[config.mk]
export PLATFORM = sky130hd
export DESIGN_NAME = if_prefetch_flat
export DESIGN_NICKNAME = d
export VERILOG_FILES = /design/src/rtl/mips32_pkg.sv /design/src/rtl/if_prefetch_if.sv /design/src/rtl/if_prefetch_inst_fifo.sv /design/src/rtl/if_prefetch.sv /design/src/flat_wrapper.sv
export SDC_FILE = /design/constraint.sdc
export NUM_CORES = 1
export LEC_CHECK = 0
export ABC_AREA = 0
export BUFFER_PORTS_ARGS = -buffer_cell sky130_fd_sc_hd__clkbuf_2
export CELL_PAD_IN_SITES_DETAIL_PLACEMENT = 0
export CELL_PAD_IN_SITES_GLOBAL_PLACEMENT = 1
export CORE_ASPECT_RATIO = 0.7
export CORE_MARGIN = 1
export CORE_UTILIZATION = 54
export CTS_BUF_LIST = sky130_fd_sc_hd__clkbuf_4
export DETAILED_ROUTE_END_ITERATION = 7
export PLACE_DENSITY_LB_ADDON = 0.15
export SLEW_MARGIN = 15
export SYNTH_ARGS = -nofsm -noshare
export SYNTH_HDL_FRONTEND = slang
export SYNTH_SLANG_ARGS = --single-unit
[constraint.sdc]
create_clock -name clk -period 5.7 [get_ports clk]
set_clock_uncertainty 0.1 [all_clocks]
set_input_delay 0.285 -clock clk [delete_from_list [all_inputs] [get_ports clk]]
set_output_delay 0.285 -clock clk [all_outputs]
set_load 0.05 [all_outputs]
[src/rtl/mips32_pkg.sv]
// mips32_pkg: shared constants and types for the MIPS32 front end.
//   INST_W / ADDR_W : instruction and address widths
//   PC_STEP         : byte distance between consecutive fetches
//   RESET_PC_DEF    : default first fetch address after reset
//   fetch_entry_t   : one prefetch queue entry, {pc, inst}
package mips32_pkg;

  localparam int INST_W = 32;
  localparam int ADDR_W = 32;
  localparam int ENTRY_W = ADDR_W + INST_W;

  localparam logic [ADDR_W-1:0] PC_STEP      = 32'd4;
  localparam logic [ADDR_W-1:0] RESET_PC_DEF = 32'h0000_0000;

  typedef struct packed {
    logic [ADDR_W-1:0] pc;
    logic [INST_W-1:0] inst;
  } fetch_entry_t;

  // Sequential fetch address; wraps modulo 2^32 (FFFF_FFFC -> 0).
  function automatic logic [ADDR_W-1:0] next_pc(input logic [ADDR_W-1:0] pc);
    return pc + PC_STEP;
  endfunction

endpackage

[src/rtl/if_prefetch_if.sv]
// if_prefetch_if: bus bundle between the prefetcher, instruction memory,
// the redirect source and the decode stage.
//   master : the prefetcher (drives ice/iaddr and the decode-side outputs)
//   slave  : the surrounding environment (memory, redirect, decode)
// Signals:
//   ice, iaddr          fetch request and its address
//   inst                read data, valid one cycle after ice
//   redirect, redirect_pc  flush and new fetch address
//   id_ready            decode accepts the head entry
//   id_valid, id_pc, id_inst  head entry presented to decode
//   occupancy           entries held in the queue
interface if_prefetch_if
  import mips32_pkg::*;
#(
  parameter int DEPTH = 4
) ();

  localparam int OCC_W = $clog2(DEPTH) + 1;

  logic              ice;
  logic [ADDR_W-1:0] iaddr;
  logic [INST_W-1:0] inst;
  logic              redirect;
  logic [ADDR_W-1:0] redirect_pc;
  logic              id_ready;
  logic              id_valid;
  logic [ADDR_W-1:0] id_pc;
  logic [INST_W-1:0] id_inst;
  logic [OCC_W-1:0]  occupancy;

  modport master (
    output ice, iaddr, id_valid, id_pc, id_inst, occupancy,
    input  inst, redirect, redirect_pc, id_ready
  );

  modport slave (
    input  ice, iaddr, id_valid, id_pc, id_inst, occupancy,
    output inst, redirect, redirect_pc, id_ready
  );

endinterface

[src/rtl/if_prefetch_inst_fifo.sv]
// inst_fifo: circular FIFO holding fetched {pc, inst} entries.
// Parameters:
//   DEPTH : number of entries, power of two, at least 2
//   WIDTH : entry width in bits
// Ports:
//   clk, rst_n  clock and asynchronous active-low reset
//   flush       empties the queue; wins over push and pop
//   push, wdata write one entry at the tail
//   pop         drop the head entry
//   rdata       head entry (meaningful when empty=0)
//   empty       no entries held
//   count       entries held, 0..DEPTH
module inst_fifo #(
  parameter int DEPTH = 4,
  parameter int WIDTH = 64
) (
  input  logic                     clk,
  input  logic                     rst_n,
  input  logic                     flush,
  input  logic                     push,
  input  logic [WIDTH-1:0]         wdata,
  input  logic                     pop,
  output logic [WIDTH-1:0]         rdata,
  output logic                     empty,
  output logic [$clog2(DEPTH):0]   count
);

  localparam int AW = $clog2(DEPTH);

  logic [WIDTH-1:0] mem [DEPTH];
  logic [AW-1:0]    wr_ptr;
  logic [AW-1:0]    rd_ptr;

  // Pointers are exactly AW bits wide, so they wrap modulo DEPTH for free.
  always_ff @(posedge clk or negedge rst_n) begin
    if (!rst_n) begin
      wr_ptr <= '0;
      rd_ptr <= '0;
      count  <= '0;
    end else if (flush) begin
      wr_ptr <= '0;
      rd_ptr <= '0;
      count  <= '0;
    end else begin
      if (push) wr_ptr <= wr_ptr + 1'b1;
      if (pop)  rd_ptr <= rd_ptr + 1'b1;
      case ({push, pop})
        2'b10:   count <= count + 1'b1;
        2'b01:   count <= count - 1'b1;
        default: count <= count;
      endcase
    end
  end

  // Storage carries no reset; only the pointers and count define validity.
  always_ff @(posedge clk) begin
    if (push && !flush) mem[wr_ptr] <= wdata;
  end

  assign rdata = mem[rd_ptr];
  assign empty = (count == '0);

endmodule

[src/rtl/if_prefetch.sv]
// if_prefetch: instruction prefetch unit. Issues sequential fetches to
// instruction memory while the queue has room, captures each response one
// cycle later together with its PC, and presents the oldest entry to decode
// with a valid/ready handshake. A redirect flushes the queue, drops the
// in-flight response and restarts fetch at redirect_pc.
// Parameters:
//   DEPTH    : queue entries, power of two, at least 2
//   RESET_PC : first fetch address after reset
// Ports:
//   clk    : clock, rising edge
//   rst_n  : asynchronous active-low reset
//   bus    : if_prefetch_if.master (fetch, redirect and decode signals)
// Build option:
//   IF_PREFETCH_BYPASS_EN : when defined, a response arriving into an empty
//   queue is shown to decode in its arrival cycle, and consumed without a
//   push if decode is ready. Default build: every response is queued first.
module if_prefetch
  import mips32_pkg::*;
#(
  parameter int                DEPTH    = 4,
  parameter logic [ADDR_W-1:0] RESET_PC = RESET_PC_DEF
) (
  input  logic          clk,
  input  logic          rst_n,
  if_prefetch_if.master bus
);

  localparam int OCC_W = $clog2(DEPTH) + 1;
  localparam logic [OCC_W:0] DEPTH_LIM = (OCC_W+1)'(DEPTH);

  logic [ADDR_W-1:0] pc_q;
  logic [ADDR_W-1:0] issued_pc_q;
  logic              in_flight_q;
  logic              discard_q;

  logic              issue;
  logic [OCC_W:0]    pending;
  logic              rsp_valid;
  logic              bypass;

  logic              fifo_flush;
  logic              fifo_push;
  logic              fifo_pop;
  logic              fifo_empty;
  logic [OCC_W-1:0]  fifo_count;
  fetch_entry_t      rsp_entry;
  fetch_entry_t      head;

  // Queue slots already spoken for: held entries plus the response on its way.
  assign pending = {1'b0, fifo_count} + {{OCC_W{1'b0}}, in_flight_q};

  // rst_n is part of the issue term so ice falls the moment reset asserts.
  assign issue = rst_n && !bus.redirect && (pending < DEPTH_LIM);

  always_ff @(posedge clk or negedge rst_n) begin
    if (!rst_n) begin
      pc_q        <= RESET_PC;
      issued_pc_q <= '0;
      in_flight_q <= 1'b0;
      discard_q   <= 1'b0;
    end else begin
      in_flight_q <= issue;
      // Whatever returns in the cycle after a redirect belongs to the old
      // instruction stream.
      discard_q   <= bus.redirect;
      if (issue) issued_pc_q <= pc_q;
      if (bus.redirect)   pc_q <= bus.redirect_pc;
      else if (issue)     pc_q <= next_pc(pc_q);
    end
  end

  // A response landing in a redirect cycle is stale as well.
  assign rsp_valid = in_flight_q && !discard_q && !bus.redirect;

`ifdef IF_PREFETCH_BYPASS_EN
  assign bypass = rsp_valid && fifo_empty;
`else
  assign bypass = 1'b0;
`endif

  assign rsp_entry.pc   = issued_pc_q;
  assign rsp_entry.inst = bus.inst;

  assign fifo_flush = bus.redirect;
  assign fifo_push  = rsp_valid && !(bypass && bus.id_ready);
  assign fifo_pop   = !fifo_empty && bus.id_ready && !bus.redirect;

  inst_fifo #(
    .DEPTH (DEPTH),
    .WIDTH (ENTRY_W)
  ) u_inst_fifo (
    .clk   (clk),
    .rst_n (rst_n),
    .flush (fifo_flush),
    .push  (fifo_push),
    .wdata (rsp_entry),
    .pop   (fifo_pop),
    .rdata (head),
    .empty (fifo_empty),
    .count (fifo_count)
  );

  assign bus.id_valid  = !fifo_empty || bypass;
  assign bus.ice       = issue;
  assign bus.iaddr     = pc_q;
  assign bus.occupancy = fifo_count;

  // Zero when nothing is presented, which also covers the reset state.
  always_comb begin
    bus.id_pc   = '0;
    bus.id_inst = '0;
    if (!fifo_empty) begin
      bus.id_pc   = head.pc;
      bus.id_inst = head.inst;
    end else if (bypass) begin
      bus.id_pc   = issued_pc_q;
      bus.id_inst = bus.inst;
    end
  end

endmodule
[src/flat_wrapper.sv]
// flat-port wrapper written by rule: the top's interface ports become plain ports
module if_prefetch_flat import mips32_pkg::*;
#(
  parameter int                DEPTH    = 4,
  parameter logic [ADDR_W-1:0] RESET_PC = RESET_PC_DEF
)
  (clk, rst_n, bus_ice, bus_iaddr, bus_id_valid, bus_id_pc, bus_id_inst, bus_occupancy, bus_inst, bus_redirect, bus_redirect_pc, bus_id_ready);
  if_prefetch_if #(.DEPTH(DEPTH)) bus_i ();
  input  logic clk;
  input  logic rst_n;
  output wire logic [$bits(bus_i.ice)-1:0] bus_ice;
  output wire logic [$bits(bus_i.iaddr)-1:0] bus_iaddr;
  output wire logic [$bits(bus_i.id_valid)-1:0] bus_id_valid;
  output wire logic [$bits(bus_i.id_pc)-1:0] bus_id_pc;
  output wire logic [$bits(bus_i.id_inst)-1:0] bus_id_inst;
  output wire logic [$bits(bus_i.occupancy)-1:0] bus_occupancy;
  input wire logic [$bits(bus_i.inst)-1:0] bus_inst;
  input wire logic [$bits(bus_i.redirect)-1:0] bus_redirect;
  input wire logic [$bits(bus_i.redirect_pc)-1:0] bus_redirect_pc;
  input wire logic [$bits(bus_i.id_ready)-1:0] bus_id_ready;
  assign bus_ice = bus_i.ice;
  assign bus_iaddr = bus_i.iaddr;
  assign bus_id_valid = bus_i.id_valid;
  assign bus_id_pc = bus_i.id_pc;
  assign bus_id_inst = bus_i.id_inst;
  assign bus_occupancy = bus_i.occupancy;
  assign bus_i.inst = bus_inst;
  assign bus_i.redirect = bus_redirect;
  assign bus_i.redirect_pc = bus_redirect_pc;
  assign bus_i.id_ready = bus_id_ready;
  if_prefetch #(.DEPTH(DEPTH), .RESET_PC(RESET_PC)) u_core (.clk(clk), .rst_n(rst_n), .bus(bus_i));
endmodule
* Word-level counts from Yosys, hierarchy flattened
Memories as Yosys holds them, arrays and structs flattened.
Index checks and enable logic that the tools add are counted.
** Storage, ports and cells
- Flip-flop bits (word level) :: 73
- Bits in writable memories :: 256
- Bits of input ports :: 68
- Output and inout bits :: 101
- Logic and storage cells :: 44
- Memories kept :: 1
** Cells by class
- $add $sub $neg :: 6
- Order comparisons :: 1
- Equality and inequality tests :: 2
- Multiplexer cells :: 12
- Reductions and logical operators :: 15
** Memory list
- u_core.u_inst_fifo.mem :: words 4, width 64, rd ports 1, clocked after Yosys merged registers in 0, wr ports 1, line if_prefetch_inst_fifo.sv:30 : logic [WIDTH-1:0] mem [DEPTH];
** Operators with widths (count)
- $mux W32 :: 4
- $add A32 B3 Y32 const B :: 1
- $mux W2 :: 4
- $logic_and A1 B1 Y1 :: 7
- $pmux W3 S2 :: 1
- $reduce_bool A2 Y1 :: 3
- $add A2 B1 Y2 const B :: 2
- $add A3 B1 Y4 :: 1
- $lt A4 B3 Y1 const B :: 1
- $add A3 B1 Y3 const B :: 1
- $logic_not A1 Y1 :: 3
- $logic_not A3 Y1 :: 1
- $mux W3 :: 1
- $reduce_bool A3 Y1 :: 1
- $sub A3 B1 Y3 const B :: 1
- $eq A2 B1 Y1 const B :: 1
- $eq A2 B2 Y1 const B :: 1
- $mux W1 :: 2

* Logic depth before layout (Yosys ltp)
- Depth after elaboration :: 7
- Depth in mapped cells :: 8
- Mapped depth without buffers :: 8

* Hierarchy
From an unflattened synthesis, not the netlist that was laid out.
** Unflattened totals
- Cell total of the unflattened synthesis :: 793
- Area total of the unflattened synthesis :: 13196.4 sq um
** By module, submodules not included
- inst_fifo :: instances 1, cells each 376, area each 9661.8 sq um, seq. area each 7862.5 sq um
- if_prefetch :: instances 1, cells each 417, area each 3534.6 sq um, seq. area each 1651.6 sq um

* Least setup slack after synthesis
No wires, ideal clock.
- Path type :: input port to flip-flop
- From :: input port bus_redirect
- To :: memory u_core.u_inst_fifo.mem[0][0] (enable)
- Library setup time :: 0.429 ns
- Arrival time :: 2.359 ns
- Data required time :: 5.171 ns
- Setup slack :: 2.812 ns
- Stages on the path :: 4
- Path through :: buf_2 -> inv_2 -> clkbuf_1 -> and3_1
** On the way
- Cells in the longest elaborated chain, start to end :: 5
** RTL lines
- from (decl) :: line flat_wrapper.sv:18 : input wire logic [$bits(bus_i.redirect)-1:0] bus_redirect;
- $logic_not A1 Y1 (*) :: line if_prefetch_inst_fifo.sv:57, if_prefetch.sv:73
- $logic_and A1 B1 Y1 :: line if_prefetch.sv:73 : assign rsp_valid = in_flight_q && !discard_q && !bus.redirect;
- $logic_and A1 B1 Y1 (*) :: line if_prefetch_inst_fifo.sv:57 : if (push && !flush) mem[wr_ptr] <= wdata;
- $mux W1 (*) :: line if_prefetch_inst_fifo.sv:57
- $mux W1 (not written as such) (*) :: line if_prefetch_inst_fifo.sv:57
- to (decl) :: line if_prefetch_inst_fifo.sv:30
Mark *: on every way between the ends. The rest lies on a longest branch, timed or not.

* Worst setup path after layout
- From :: register u_core.u_inst_fifo.rd_ptr[0]
- To :: output port bus_id_inst[6]
** On the way
- Cells in the longest elaborated chain, start to end :: 2
** RTL lines
- from (decl) :: line if_prefetch_inst_fifo.sv:32 : logic [AW-1:0] rd_ptr;
- from (signal assigned) :: line if_prefetch_inst_fifo.sv:46 : if (pop) rd_ptr <= rd_ptr + 1'b1;
- $mem_v2 Z4 W64
- $mux W32 :: line if_prefetch.sv:112 : if (!fifo_empty) begin
- to (decl) :: line flat_wrapper.sv:15 : output wire logic [$bits(bus_i.id_inst)-1:0] bus_id_inst;
Every way passes these cells.

==> metrics.md <==
| Metric | Value |
|---|---|
| Outcome | `finished clean` |
| EDFF count, synth | `256` |
| Max VDD drop | `356 µV` |
| CP Cell Sequence | `buf_4, mux4_2, and2_1, clkbuf_2` |
| Period Utilization, post-route | `63.1%` |
| H-tree Lvls | `3` |
| Setup_tns | `0 ns` |
| Vias post-DR | `8114` |
| RePlAce Congestion | `0.843` |
| Yosys top cell by area | `edfxtp_1` |
| Post-Synthesis Cells | `796` |
| Placed Instance Area | `0.0144 mm²` |
| Worst Setup SP | `u_core.u_inst_fifo.rd_ptr[0]` |
| Total track usage | `about a quarter` |
| Area Growth Syn to Fin | `21.9%` |
| Hold Path Cell Cnt | `4` |
| DRT antenna net count | `0` |
| Yosys cell types | `53` |
| Row cnt | `47` |
| Setup violations, final | `0` |
| Initial DRC Count | `around 620` |
| Top FF cell, synth | `edfxtp_1` |
| Share of flip-flops with an asynchronous set or reset | `22.2%` |
| Die area | `about 0.025 mm²` |
| CP Data Arrival Time | `~3.2 ns` |
| Highest clock rate | `278 MHz` |
| CP endpoint | `bus_id_inst[6]` |
| Reg-to-Reg Start | `u_core.u_inst_fifo.count[2]` |
| Clock latency on the worst-skew pair | `between 0.6 and 0.7 ns` |
| Worst reg2reg path depth | `8` |
| Seq/Total Area, Yosys | `between 70% and 80%` |
| Most frequent cells after synthesis | `256 x edfxtp_1, 132 x nand2_1, 73 x dfrtp_1` |
| Post-route cell area | `0.0161 mm²` |
| Critical Path Slowest Stage Cell | `dfrtp_4` |
| Synth top area share | `58.3%` |
| RSZ-0062 raised after global routing | `false` |
| Worst Path Max Fanout | `48` |
| Final net count | `roughly 1200` |
| Post-Syn Nets | `870` |
| DR vias/cell | `~5.6` |
| Slew Limit Fails | `0` |
| Routed len/inst | `19.7 µm` |
| DIE HEIGHT | `133 µm` |
| I/O Pins | `around 170` |
| Synth area leaders | `edfxtp_1 58%, dfrtp_1 14%, mux4_2 11%` |
| First drt pass iteration count | `5` |
| Hold WC Path Type | `input port to register` |
| Worst slew pin tran | `1.04 ns` |
| CTS Buf Count | `79` |
| # DRC | `0` |
| Die X | `189 µm` |
| Largest net degree at the start of global routing | `67` |
| Crit Reg-Reg Endpoint | `u_core.bus.iaddr[15]` |
| Post-layout min period | `3.60 ns` |
| CTS tree | `yes` |
| Clock tree buffer depth | `3` |
| Syn Std Cell Area | `between 0.01 and 0.015 mm²` |
| Layout cell share with drive strength beyond 1 | `33.9%` |
| WP data required | `5.32 ns` |
| Initial antenna violation count | `1` |
| Most frequent cell after synthesis | `edfxtp_1` |
| Synthesis-stage register bit count | `approximately 330` |
| CTS Sinks | `329` |
| Yosys warns | `0` |
| Pleak | `6.11 nW` |
| Max_slew headroom | `30.3%` |
| Fin. Hold Viols | `0` |
| Grt ovf | `0` |
| Avg Inst Size Synth | `16.6 µm²` |
| R2R Setup Slk | `a little over 3 ns` |
| Max-cap viol count | `0` |
| Core Footprint | `0.0238 mm²` |
| Reg clk slew, reported paths | `0.07 ns` |
| Setup crit start kind | `register` |
| IO Port Bufs | `between 150 and 200` |
| Root Driver | `clkbuf_4` |
| Post-Route WL | `28700 µm` |
| Pwr dens | `430 mW/mm²` |
| DP HPWL | `16000 µm` |
| Starting density of the core | `55.4%` |
| CP peak stage delay | `between 1 and 1.5 ns` |
| Vias in the first global route | `approximately 8400` |
| CP Class | `register to output pin` |
| CP Capture Type | `output pin` |
| Global-route wire length before repair | `45200 µm` |
sequential cells by signal (all words and copies together) (netlist names):
name / count
u_core.issued_pc_q: 32
u_core.in_flight_q: 1
u_core.u_inst_fifo.mem: 256
u_core.u_inst_fifo.count: 3
u_core.u_inst_fifo.wr_ptr: 2
u_core.u_inst_fifo.rd_ptr: 2
u_core.discard_q: 1
u_core.bus.iaddr: 32
cells by family (layout without fill, tap and decap cells):
group                    Yosys count  after routing  synth area share, %
AO/OA/AOI/OAI                     58             58                 3.24
XOR/XNOR                           8              8                0.531
adder cells (fa/ha/maj)            6              6                0.626
buffers and inverters             49            391                 1.48
flip-flops                       329            329                 72.1
multiplexers                      69             69                 11.3
other                              0              1                    0
AND/OR/NAND/NOR                  277            277                 10.7
where the power goes:
group          total (mW)  internal [mW]  switching [mW]
sequential           3.05           2.79           0.264
clock                1.96           1.07           0.900
combinational        1.90          0.591            1.31
total                6.91           4.44            2.47
worst max-delay path: cells and delay by family (launching register included):
kind / cells / cell delay [ns]
multiplexers: 1 / 0.56
buffers and inverters: 2 / 0.74
flip-flops: 1 / 1.05
AND/OR/NAND/NOR: 1 / 0.20
per-layer routing:
| layer | routed length, µm | GRT usage, % | vias to the layer above |
|---|---|---|---|
| li1 | - | - | 3676 |
| met1 | 12500 | 32.7 | 4087 |
| met2 | 14000 | 38.2 | 295 |
| met3 | 1690 | 4.75 | 56 |
| met4 | 566 | 8.65 | 0 |
| met5 | 0 | 0 | - |
metrics by stage:
step	hold slack [ns]	utilization, %	power, mW	instances	setup WS (ns)
after floorplan	-0.111	-	4.47	796	2.81
after global placement	0.108	60.3	4.94	1247	2.70
after detailed placement	0.102	60.3	4.98	1247	2.67
after CTS	0.215	67.5	6.99	1456	1.94
after global routing	0.234	67.5	7.22	1457	1.83
final	0.273	67.5	6.91	1457	2.10
worst min path at each step:
stage	startpoint	to	slack, ns
after floorplan	rst_n	u_core.bus.iaddr[0]	-0.11
after global placement	rst_n	u_core.issued_pc_q[20]	0.11
after detailed placement	rst_n	u_core.issued_pc_q[19]	0.10
after CTS	bus_inst[0]	u_core.u_inst_fifo.mem[3][0]	0.21
after global routing	bus_inst[0]	u_core.u_inst_fifo.mem[3][0]	0.23
final	bus_redirect_pc[18]	u_core.bus.iaddr[18]	0.27
final cells by class:
cell class	instances	area (µm²)
multi-input cells	418	3510
inverters	8	30.0
clock buffers	122	916
clock inverters	19	131
well taps	318	398
repair buffers	242	1570
fillers	1695	7730
diodes	1	2.50
flip-flops and latches	329	9520
placed cells by master, fill, tap and decap left out, drive strengths merged, types with 5 or more instances in the layout:
cell         netlist  layout
clkbuf            28     289
edfxtp           256     256
nand2            132     132
dfrtp             73      73
dlygate4sd3        0      68
and2              65      65
mux4              64      64
nand3             21      21
o21ai             17      17
nor2              16      16
clkinv             1      15
o311ai            10      10
nand4             10      10
a221o              9       9
nor3               8       8
inv                7       8
buf               13       7
o211ai             5       5
ha                 5       5
and3               5       5
timing repair:
action                    CTS  global route
buffers inserted            0             0
hold endpoints to repair  237             0
hold buffers               68             0
gates resized for setup     0             0
No activity file was read; power rests on OpenSTA's default activity.
